[src/rtl/memory_arbiter_if.sv]
// Bundles the two requester channels and the single memory port of memory_arbiter.
// The arbiter connects through the slave modport; the requesters and memory use master.
`timescale 1ns/1ps
interface memory_arbiter_if #(
  parameter int ADDR_WIDTH = 8,
  parameter int DATA_WIDTH = 32
);
  logic                  req0_valid;
  logic                  req0_wr;
  logic [ADDR_WIDTH-1:0] req0_addr;
  logic [DATA_WIDTH-1:0] req0_wdata;
  logic                  req0_ready;
  logic                  req1_valid;
  logic                  req1_wr;
  logic [ADDR_WIDTH-1:0] req1_addr;
  logic [DATA_WIDTH-1:0] req1_wdata;
  logic                  req1_ready;

  logic                  rsp0_valid;
  logic [DATA_WIDTH-1:0] rsp0_rdata;
  logic                  rsp0_err;
  logic                  rsp1_valid;
  logic [DATA_WIDTH-1:0] rsp1_rdata;
  logic                  rsp1_err;

  logic                  mem_wr;
  logic [ADDR_WIDTH-1:0] mem_addr;
  logic [DATA_WIDTH-1:0] mem_wdata;
  logic [DATA_WIDTH-1:0] mem_rdata;
  logic                  mem_rsp;

  modport slave (
    input  req0_valid, req0_wr, req0_addr, req0_wdata,
    input  req1_valid, req1_wr, req1_addr, req1_wdata,
    input  mem_rdata, mem_rsp,
    output req0_ready, req1_ready,
    output rsp0_valid, rsp0_rdata, rsp0_err,
    output rsp1_valid, rsp1_rdata, rsp1_err,
    output mem_wr, mem_addr, mem_wdata
  );

  modport master (
    output req0_valid, req0_wr, req0_addr, req0_wdata,
    output req1_valid, req1_wr, req1_addr, req1_wdata,
    output mem_rdata, mem_rsp,
    input  req0_ready, req1_ready,
    input  rsp0_valid, rsp0_rdata, rsp0_err,
    input  rsp1_valid, rsp1_rdata, rsp1_err,
    input  mem_wr, mem_addr, mem_wdata
  );
endinterface

[src/rtl/memory_arbiter.sv]
// Two-requester round-robin arbiter in front of one memory port, one command in flight.
// Define MEM_ARB_TIMEOUT_EN to abort an ACCESS that sees no mem_rsp within TIMEOUT cycles.
`timescale 1ns/1ps
module memory_arbiter #(
  parameter int ADDR_WIDTH = 8,
  parameter int DATA_WIDTH = 32,
  parameter int MEM_SIZE   = 16,
  parameter int TIMEOUT    = 15
) (
  input  logic           clk,
  input  logic           reset,
  memory_arbiter_if.slave bus
);

  typedef enum logic [1:0] {IDLE, ACCESS, RESP} state_t;

  localparam logic [ADDR_WIDTH:0] MEM_LIMIT = (ADDR_WIDTH+1)'(MEM_SIZE);

  state_t                state, state_nxt;
  logic                  ptr;        // requester that wins a tie
  logic                  cap_id;
  logic                  cap_wr;
  logic [ADDR_WIDTH-1:0] cap_addr;
  logic [DATA_WIDTH-1:0] cap_wdata;
  logic [DATA_WIDTH-1:0] rdata_q;
  logic                  err_q;

  logic                  grant0, grant1, grant_any;
  logic                  sel_wr, sel_oor;
  logic [ADDR_WIDTH-1:0] sel_addr;
  logic [DATA_WIDTH-1:0] sel_wdata;
  logic                  timeout_hit;

  // Grant is gated by reset so ready is 0 while reset is held, even in IDLE.
  always_comb begin
    grant0    = !reset && (state == IDLE) && bus.req0_valid && (!bus.req1_valid || !ptr);
    grant1    = !reset && (state == IDLE) && bus.req1_valid && (!bus.req0_valid ||  ptr);
    grant_any = grant0 || grant1;
    sel_wr    = grant1 ? bus.req1_wr    : bus.req0_wr;
    sel_addr  = grant1 ? bus.req1_addr  : bus.req0_addr;
    sel_wdata = grant1 ? bus.req1_wdata : bus.req0_wdata;
    sel_oor   = ({1'b0, sel_addr} >= MEM_LIMIT);
  end

`ifdef MEM_ARB_TIMEOUT_EN
  localparam int CNT_W = $clog2(TIMEOUT + 1);
  localparam logic [CNT_W-1:0] CNT_LAST = CNT_W'(TIMEOUT - 1);

  logic [CNT_W-1:0] cnt;

  // cnt holds the number of ACCESS cycles already spent without mem_rsp.
  always_ff @(posedge clk or posedge reset) begin
    if (reset)
      cnt <= '0;
    else if ((state == ACCESS) && (state_nxt == ACCESS))
      cnt <= cnt + 1'b1;
    else
      cnt <= '0;
  end

  assign timeout_hit = (state == ACCESS) && !bus.mem_rsp && (cnt == CNT_LAST);
`else
  assign timeout_hit = 1'b0;
`endif

  // NOTE: every always_comb output gets a default first so no path leaves it unassigned (no latch).
  always_comb begin
    state_nxt = state;
    case (state)
      IDLE:    if (grant_any) state_nxt = sel_oor ? RESP : ACCESS;
      ACCESS:  if (bus.mem_rsp || timeout_hit) state_nxt = RESP;
      RESP:    state_nxt = IDLE;
      default: state_nxt = IDLE;
    endcase
  end

  // NOTE: sequential state uses non-blocking assignments so every register samples pre-edge values.
  always_ff @(posedge clk or posedge reset) begin
    if (reset)
      state <= IDLE;
    else
      state <= state_nxt;
  end

  // NOTE: the capture registers are reset too; they feed outputs that must read 0 during reset.
  always_ff @(posedge clk or posedge reset) begin
    if (reset) begin
      ptr       <= 1'b0;
      cap_id    <= 1'b0;
      cap_wr    <= 1'b0;
      cap_addr  <= '0;
      cap_wdata <= '0;
      rdata_q   <= '0;
      err_q     <= 1'b0;
    end else begin
      if (grant_any) begin
        cap_id    <= grant1;
        cap_wr    <= sel_wr;
        cap_addr  <= sel_addr;
        cap_wdata <= sel_wdata;
        rdata_q   <= '0;
        err_q     <= sel_oor;
      end
      if (state == ACCESS) begin
        if (bus.mem_rsp) begin
          rdata_q <= cap_wr ? '0 : bus.mem_rdata;
          err_q   <= 1'b0;
        end else if (timeout_hit) begin
          rdata_q <= '0;
          err_q   <= 1'b1;
        end
      end
      if (state == RESP)
        ptr <= ~cap_id;
    end
  end

  // Outputs decode from reset-cleared state, so reset drives them all to 0 asynchronously.
  always_comb begin
    bus.req0_ready = grant0;
    bus.req1_ready = grant1;

    bus.rsp0_valid = (state == RESP) && !cap_id;
    bus.rsp1_valid = (state == RESP) &&  cap_id;
    bus.rsp0_err   = bus.rsp0_valid && err_q;
    bus.rsp1_err   = bus.rsp1_valid && err_q;
    bus.rsp0_rdata = bus.rsp0_valid ? rdata_q : '0;
    bus.rsp1_rdata = bus.rsp1_valid ? rdata_q : '0;

    bus.mem_wr     = (state == ACCESS) && cap_wr;
    bus.mem_addr   = (state == ACCESS) ? cap_addr  : '0;
    bus.mem_wdata  = (state == ACCESS) ? cap_wdata : '0;
  end

endmodule

[src/flat_wrapper.sv]
// flat-port wrapper written by rule: the top's interface ports become plain ports
module memory_arbiter_flat 
#(
  parameter int ADDR_WIDTH = 8,
  parameter int DATA_WIDTH = 32,
  parameter int MEM_SIZE   = 16,
  parameter int TIMEOUT    = 15
)
  (clk, reset, bus_req0_valid, bus_req0_wr, bus_req0_addr, bus_req0_wdata, bus_req1_valid, bus_req1_wr, bus_req1_addr, bus_req1_wdata, bus_mem_rdata, bus_mem_rsp, bus_req0_ready, bus_req1_ready, bus_rsp0_valid, bus_rsp0_rdata, bus_rsp0_err, bus_rsp1_valid, bus_rsp1_rdata, bus_rsp1_err, bus_mem_wr, bus_mem_addr, bus_mem_wdata);
  memory_arbiter_if #(.ADDR_WIDTH(ADDR_WIDTH), .DATA_WIDTH(DATA_WIDTH)) bus_i ();
  input  logic clk;
  input  logic reset;
  input wire logic [$bits(bus_i.req0_valid)-1:0] bus_req0_valid;
  input wire logic [$bits(bus_i.req0_wr)-1:0] bus_req0_wr;
  input wire logic [$bits(bus_i.req0_addr)-1:0] bus_req0_addr;
  input wire logic [$bits(bus_i.req0_wdata)-1:0] bus_req0_wdata;
  input wire logic [$bits(bus_i.req1_valid)-1:0] bus_req1_valid;
  input wire logic [$bits(bus_i.req1_wr)-1:0] bus_req1_wr;
  input wire logic [$bits(bus_i.req1_addr)-1:0] bus_req1_addr;
  input wire logic [$bits(bus_i.req1_wdata)-1:0] bus_req1_wdata;
  input wire logic [$bits(bus_i.mem_rdata)-1:0] bus_mem_rdata;
  input wire logic [$bits(bus_i.mem_rsp)-1:0] bus_mem_rsp;
  output wire logic [$bits(bus_i.req0_ready)-1:0] bus_req0_ready;
  output wire logic [$bits(bus_i.req1_ready)-1:0] bus_req1_ready;
  output wire logic [$bits(bus_i.rsp0_valid)-1:0] bus_rsp0_valid;
  output wire logic [$bits(bus_i.rsp0_rdata)-1:0] bus_rsp0_rdata;
  output wire logic [$bits(bus_i.rsp0_err)-1:0] bus_rsp0_err;
  output wire logic [$bits(bus_i.rsp1_valid)-1:0] bus_rsp1_valid;
  output wire logic [$bits(bus_i.rsp1_rdata)-1:0] bus_rsp1_rdata;
  output wire logic [$bits(bus_i.rsp1_err)-1:0] bus_rsp1_err;
  output wire logic [$bits(bus_i.mem_wr)-1:0] bus_mem_wr;
  output wire logic [$bits(bus_i.mem_addr)-1:0] bus_mem_addr;
  output wire logic [$bits(bus_i.mem_wdata)-1:0] bus_mem_wdata;
  assign bus_i.req0_valid = bus_req0_valid;
  assign bus_i.req0_wr = bus_req0_wr;
  assign bus_i.req0_addr = bus_req0_addr;
  assign bus_i.req0_wdata = bus_req0_wdata;
  assign bus_i.req1_valid = bus_req1_valid;
  assign bus_i.req1_wr = bus_req1_wr;
  assign bus_i.req1_addr = bus_req1_addr;
  assign bus_i.req1_wdata = bus_req1_wdata;
  assign bus_i.mem_rdata = bus_mem_rdata;
  assign bus_i.mem_rsp = bus_mem_rsp;
  assign bus_req0_ready = bus_i.req0_ready;
  assign bus_req1_ready = bus_i.req1_ready;
  assign bus_rsp0_valid = bus_i.rsp0_valid;
  assign bus_rsp0_rdata = bus_i.rsp0_rdata;
  assign bus_rsp0_err = bus_i.rsp0_err;
  assign bus_rsp1_valid = bus_i.rsp1_valid;
  assign bus_rsp1_rdata = bus_i.rsp1_rdata;
  assign bus_rsp1_err = bus_i.rsp1_err;
  assign bus_mem_wr = bus_i.mem_wr;
  assign bus_mem_addr = bus_i.mem_addr;
  assign bus_mem_wdata = bus_i.mem_wdata;
  memory_arbiter #(.ADDR_WIDTH(ADDR_WIDTH), .DATA_WIDTH(DATA_WIDTH), .MEM_SIZE(MEM_SIZE), .TIMEOUT(TIMEOUT)) u_core (.clk(clk), .reset(reset), .bus(bus_i));
endmodule
[config.mk]
export PLATFORM = sky130hd
export DESIGN_NAME = memory_arbiter_flat
export DESIGN_NICKNAME = d
export VERILOG_FILES = /design/src/rtl/memory_arbiter_if.sv /design/src/rtl/memory_arbiter.sv /design/src/flat_wrapper.sv
export SDC_FILE = /design/constraint.sdc
export NUM_CORES = 1
export LEC_CHECK = 0
export ABC_AREA = 0
export BUFFER_PORTS_ARGS = -buffer_cell sky130_fd_sc_hd__buf_2
export CAP_MARGIN = 25
export CORE_ASPECT_RATIO = 0.7
export CORE_UTILIZATION = 45
export CTS_CLUSTER_DIAMETER = 100
export DETAILED_ROUTE_END_ITERATION = 10
export PLACE_DENSITY_LB_ADDON = 0.08
export REMOVE_ABC_BUFFERS = 1
export SLEW_MARGIN = 10
export SYNTH_ARGS = -nofsm -noshare
export SYNTH_HDL_FRONTEND = slang
export SYNTH_SLANG_ARGS = --single-unit
export TNS_END_PERCENT = 10
[constraint.sdc]
create_clock -name clk -period 6.5 [get_ports clk]
set_clock_uncertainty 0.05 [all_clocks]
set_input_delay 1.95 -clock clk [delete_from_list [all_inputs] [get_ports clk]]
set_output_delay 1.95 -clock clk [all_outputs]
set_load 0.02 [all_outputs]
After elaboration in Yosys (flattened, before gate mapping)
Cells that the tools add are included.

Flip-flop bits (word level): 78. Input port bits: 119. Output and inout bits: 111. Word-level logic and storage cells: 52.

Order comparisons: 1. Equal/unequal tests: 4. Muxes and demuxes: 18. Bitwise gates (word level): 1. Reduce and logical (&&, ||, !) cells: 20.

Operator list (number): $mux W32 (8); $mux W8 (2); $logic_and A1 B1 Y1 (10); $ge A8 B5 Y1 const B (1); $mux W2 (3); $logic_not A1 Y1 (5); $mux W1 (4); $pmux W2 S2 (1); $logic_or A1 B1 Y1 (3); $eq A2 B1 Y1 const B (1); $eq A2 B2 Y1 const B (1); $logic_not A2 Y1 (1); $ne A2 B1 Y1 const B (1); $ne A2 B2 Y1 const B (1); $reduce_and A2 Y1 (1); $not A1 Y1 (1).

Longest topological paths before layout
Depth in word-level cells: 9. Gate-level depth with buffers: 6. Gate-level depth less buffers: 4.

Least setup slack after synthesis
Ideal clock, no wire load.

Path type: input -> output. Start: input reset. End: output bus_req1_ready. Arrival: 2.795 ns. Data required time: 4.500 ns. Slack: 1.705 ns. Cell stages on the path: 5. Path buffers: 2. Cell sequence: nor3_2 nand3_2 buf_2 clkbuf_1 inv_1.

Cells in the longest elaborated chain, start to end: 4.

RTL lines: start: declaration (line flat_wrapper.sv:12) `input logic reset;`; $logic_not A1 Y1 (line memory_arbiter.sv:37) `grant1 = !reset && (state == IDLE) && bus.req1_valid && (!bus.req0_valid || ptr);`; $logic_and A1 B1 Y1 (3 in a row) (line memory_arbiter.sv:37); end: declaration (line flat_wrapper.sv:24) `output wire logic [$bits(bus_i.req1_ready)-1:0] bus_req1_ready;`.

Every way passes these cells.

Worst setup path after layout
Same ends and word-level chain as after synthesis.

==> flow_summary.ini <==
[sta]
fin_worst_hold_slack_ns = 0.463
timing.final.setup_violations = 0
grt_setup_unrepaired = no
finalSetupTns_ns = 0
report.final.slew_viol_count = 0
worst_pin_slew_ns = 0.929
max_slew_margin = 0.380
layout_min_cycle_time_ns = 4.71
timing_hold_violations_final = 0
ratio_of_final_minimum_period_to_clock_period = 0.724
max_freq_mhz = 213
final_setup_slack_of_the_worst_path_ns = 1.79

[die]
start_util = 0.469
ioPinCount = 230
die_x_um = 115
placeableCoreArea_um2 = 8550
rows = 28
fp.dieH_um = 81.0
die_area_um2 = 9300

[cells_and_area]
area_growth_syn_to_layout_pct = 39.1
final_common_cell = sky130_fd_sc_hd__buf_2
final_layout_size_suffix_gt1_frac = 0.420
nets = 736
antenna_diode_count = 0
layout_common_cells = sky130_fd_sc_hd__buf_2 (229), sky130_fd_sc_hd__and2_1 (107), sky130_fd_sc_hd__dfrtp_1 (78)
n_fill_cell = 768

[synth]
synth-main-ff-cell = sky130_fd_sc_hd__dfrtp_1
post_synth_num_cell_types = 26
syn_avg_cell_area_um2 = 10.0
ys_ff_latch = 78
async_reset_ff_frac = 1.00
synthesis.area_um2 = 4010
count_of_flip_flops_with_a_built_in_enable_after_synthesis = 0
postSynthCellCount = 400
synth.yosys.seq_area_share = 0.487
synth-warning-count = 0

[placement]
place_congestion = 0.783
numPortBuffers = 229
post-place-ws_ns = 1.78
hpwl_um = 7370

[route]
ant_nets = 0
routedWlPerCell_um = 14.1
drt-pass1-iter-count = 4
totalWireLength_um = 10500
avgViaCountPerCell = 4.89
first_iter_violations = 129
via_count = 3631
drcViolationCount = 0

[global_routing]
groute.layer.met2.usage = 0.376
pin_count_of_the_biggest_net_entering_global_routing = 85
grt_antenna_before_repair = 0
vias_in_the_first_global_route = 3303
grt_overflow = 0
top_usage_layer = met2
gr-usage-met1 = 0.277
global_route_wire_length_before_repair_um = 16000
grt_use_met3 = 0.0769
grt.total_usage = 0.225

[clock_network]
post_cts.repair.setup_buffers = 0
post_cts_resize_count = 0
clock_latency_ns = 0.33
cts.root.buffer_cell = sky130_fd_sc_hd__clkbuf_16
cts_hold_buffers = 0
max-clock-path-buffers = 2
clock-sinks = 78
htree_levels = 3
path_clk_slew_ns = 0.05
cts_made_buffers = 9
cts_tree = yes

[worst_setup_path]
critical_path.top_delay_family = buffers and inverters
slowest_delay_ns = 0.23
timing.critical_path.cells = buf_2, nor3_2, nand3_2, inv_1, buf_2
critPathBufInv = 3
path_common_cell = sky130_fd_sc_hd__buf_2
critPathMaxFanout = 3
worstSetupStartpoint = reset
criticalPathCategory = in -> out
crit_slowest_cell = sky130_fd_sc_hd__nor3_2
timing.critical_path.arrival_ns = 2.71
timing.critical_path.to_type = primary output
worstSetupStartpointType = input pin
worst_r2r_startpoint = u_core.state[1]
critPathRequiredTime_ns = 4.50

[pwr]
power.leakage_nw = 3.29
vdd.ir_drop.worst_uv = 140
p_total_mw = 1.41
cellPowerDensity_nw_per_um2 = 252

[hold_path]
min-delay-path-class = reg -> reg
worst_hold_startpoint = u_core.rdata_q[5]

[outcome]
outcome = completed

[run]
max_cap_viol_count = 0
-- cells in the mapped netlist, types with 3 or more instances --
cell	n	share of area
sky130_fd_sc_hd__buf_4	3	0.0056
sky130_fd_sc_hd__buf_2	8	0.010
sky130_fd_sc_hd__dfrtp_1	78	0.49
sky130_fd_sc_hd__buf_1	3	0.0028
sky130_fd_sc_hd__inv_1	4	0.0037
sky130_fd_sc_hd__nand2_1	4	0.0037
sky130_fd_sc_hd__a21oi_1	43	0.054
sky130_fd_sc_hd__a22o_1	32	0.070
sky130_fd_sc_hd__nor2_1	44	0.041
sky130_fd_sc_hd__mux2i_1	41	0.10
sky130_fd_sc_hd__and2_1	107	0.17
sky130_fd_sc_hd__clkbuf_1	16	0.015
-- sequential cells by signal (all words and copies together) (netlist names) --
signal and count:
u_core.cap_addr 8, u_core.cap_id 1, u_core.cap_wdata 32, u_core.cap_wr 1, u_core.err_q 1, u_core.ptr 1, u_core.rdata_q 32, u_core.state 2
-- cell families after synthesis --
kind of cell / synth area share
buf+inv: 0.0399
simple gates: 0.232
flops: 0.487
compound gates: 0.135
mux: 0.106
-- through the flow --
stage / area (µm²) / utilization / instances
3_5_place_dp: 5220 / 0.611 / 724
6_report: 5580 / 0.653 / 742
3_3_place_gp: 5220 / 0.611 / 724
2_1_floorplan: 3860 / - / 369
5_1_grt: 5580 / 0.653 / 742
4_1_cts: 5520 / 0.646 / 740
-- routing by layer --
metal  vias up  wire [µm]
li1       1787          -
met1      1703       4440
met3        13        804
met5         -          0
met2       128       5110
met4         0        142
-- layout make-up --
class | count | area, µm² | area share
repair buffers | 237 | 1250 | 0.223
flip-flops and latches | 78 | 1950 | 0.350
clock buffers | 12 | 256 | 0.0460
well taps | 120 | 150 | 0.0269
multi-input cells | 287 | 1910 | 0.343
clock inverters | 4 | 45.0 | 0.00808
inverters | 4 | 16.3 | 0.00292
-- worst register-to-register path: stages (launching register included) --
cell                       delay [ns]
sky130_fd_sc_hd__dfrtp_1         0.46
sky130_fd_sc_hd__nor3_2          0.33
sky130_fd_sc_hd__nand3_2         0.15
sky130_fd_sc_hd__buf_4           0.36
sky130_fd_sc_hd__mux2_4          0.43
sky130_fd_sc_hd__a221oi_2        0.23
-- final timing paths --
kind	endpoint	slack [ns]	cells past startpoint
hold reg to reg	u_core.rdata_q[5]	0.46	1
min in group asynchronous	u_core.state[0]	1.60	3
max in group asynchronous	u_core.cap_wdata[31]	4.22	4
hold / removal	u_core.rdata_q[5]	0.46	1
setup reg to reg	u_core.err_q	4.41	5
setup / recovery	bus_req1_ready	1.79	5
-- where the power goes --
group          total (mW)  internal [mW]  switching, mW
clock network       0.505          0.316          0.189
registers           0.633          0.582         0.0511
logic               0.270          0.128          0.142
No activity file was read; power rests on OpenSTA's default activity.
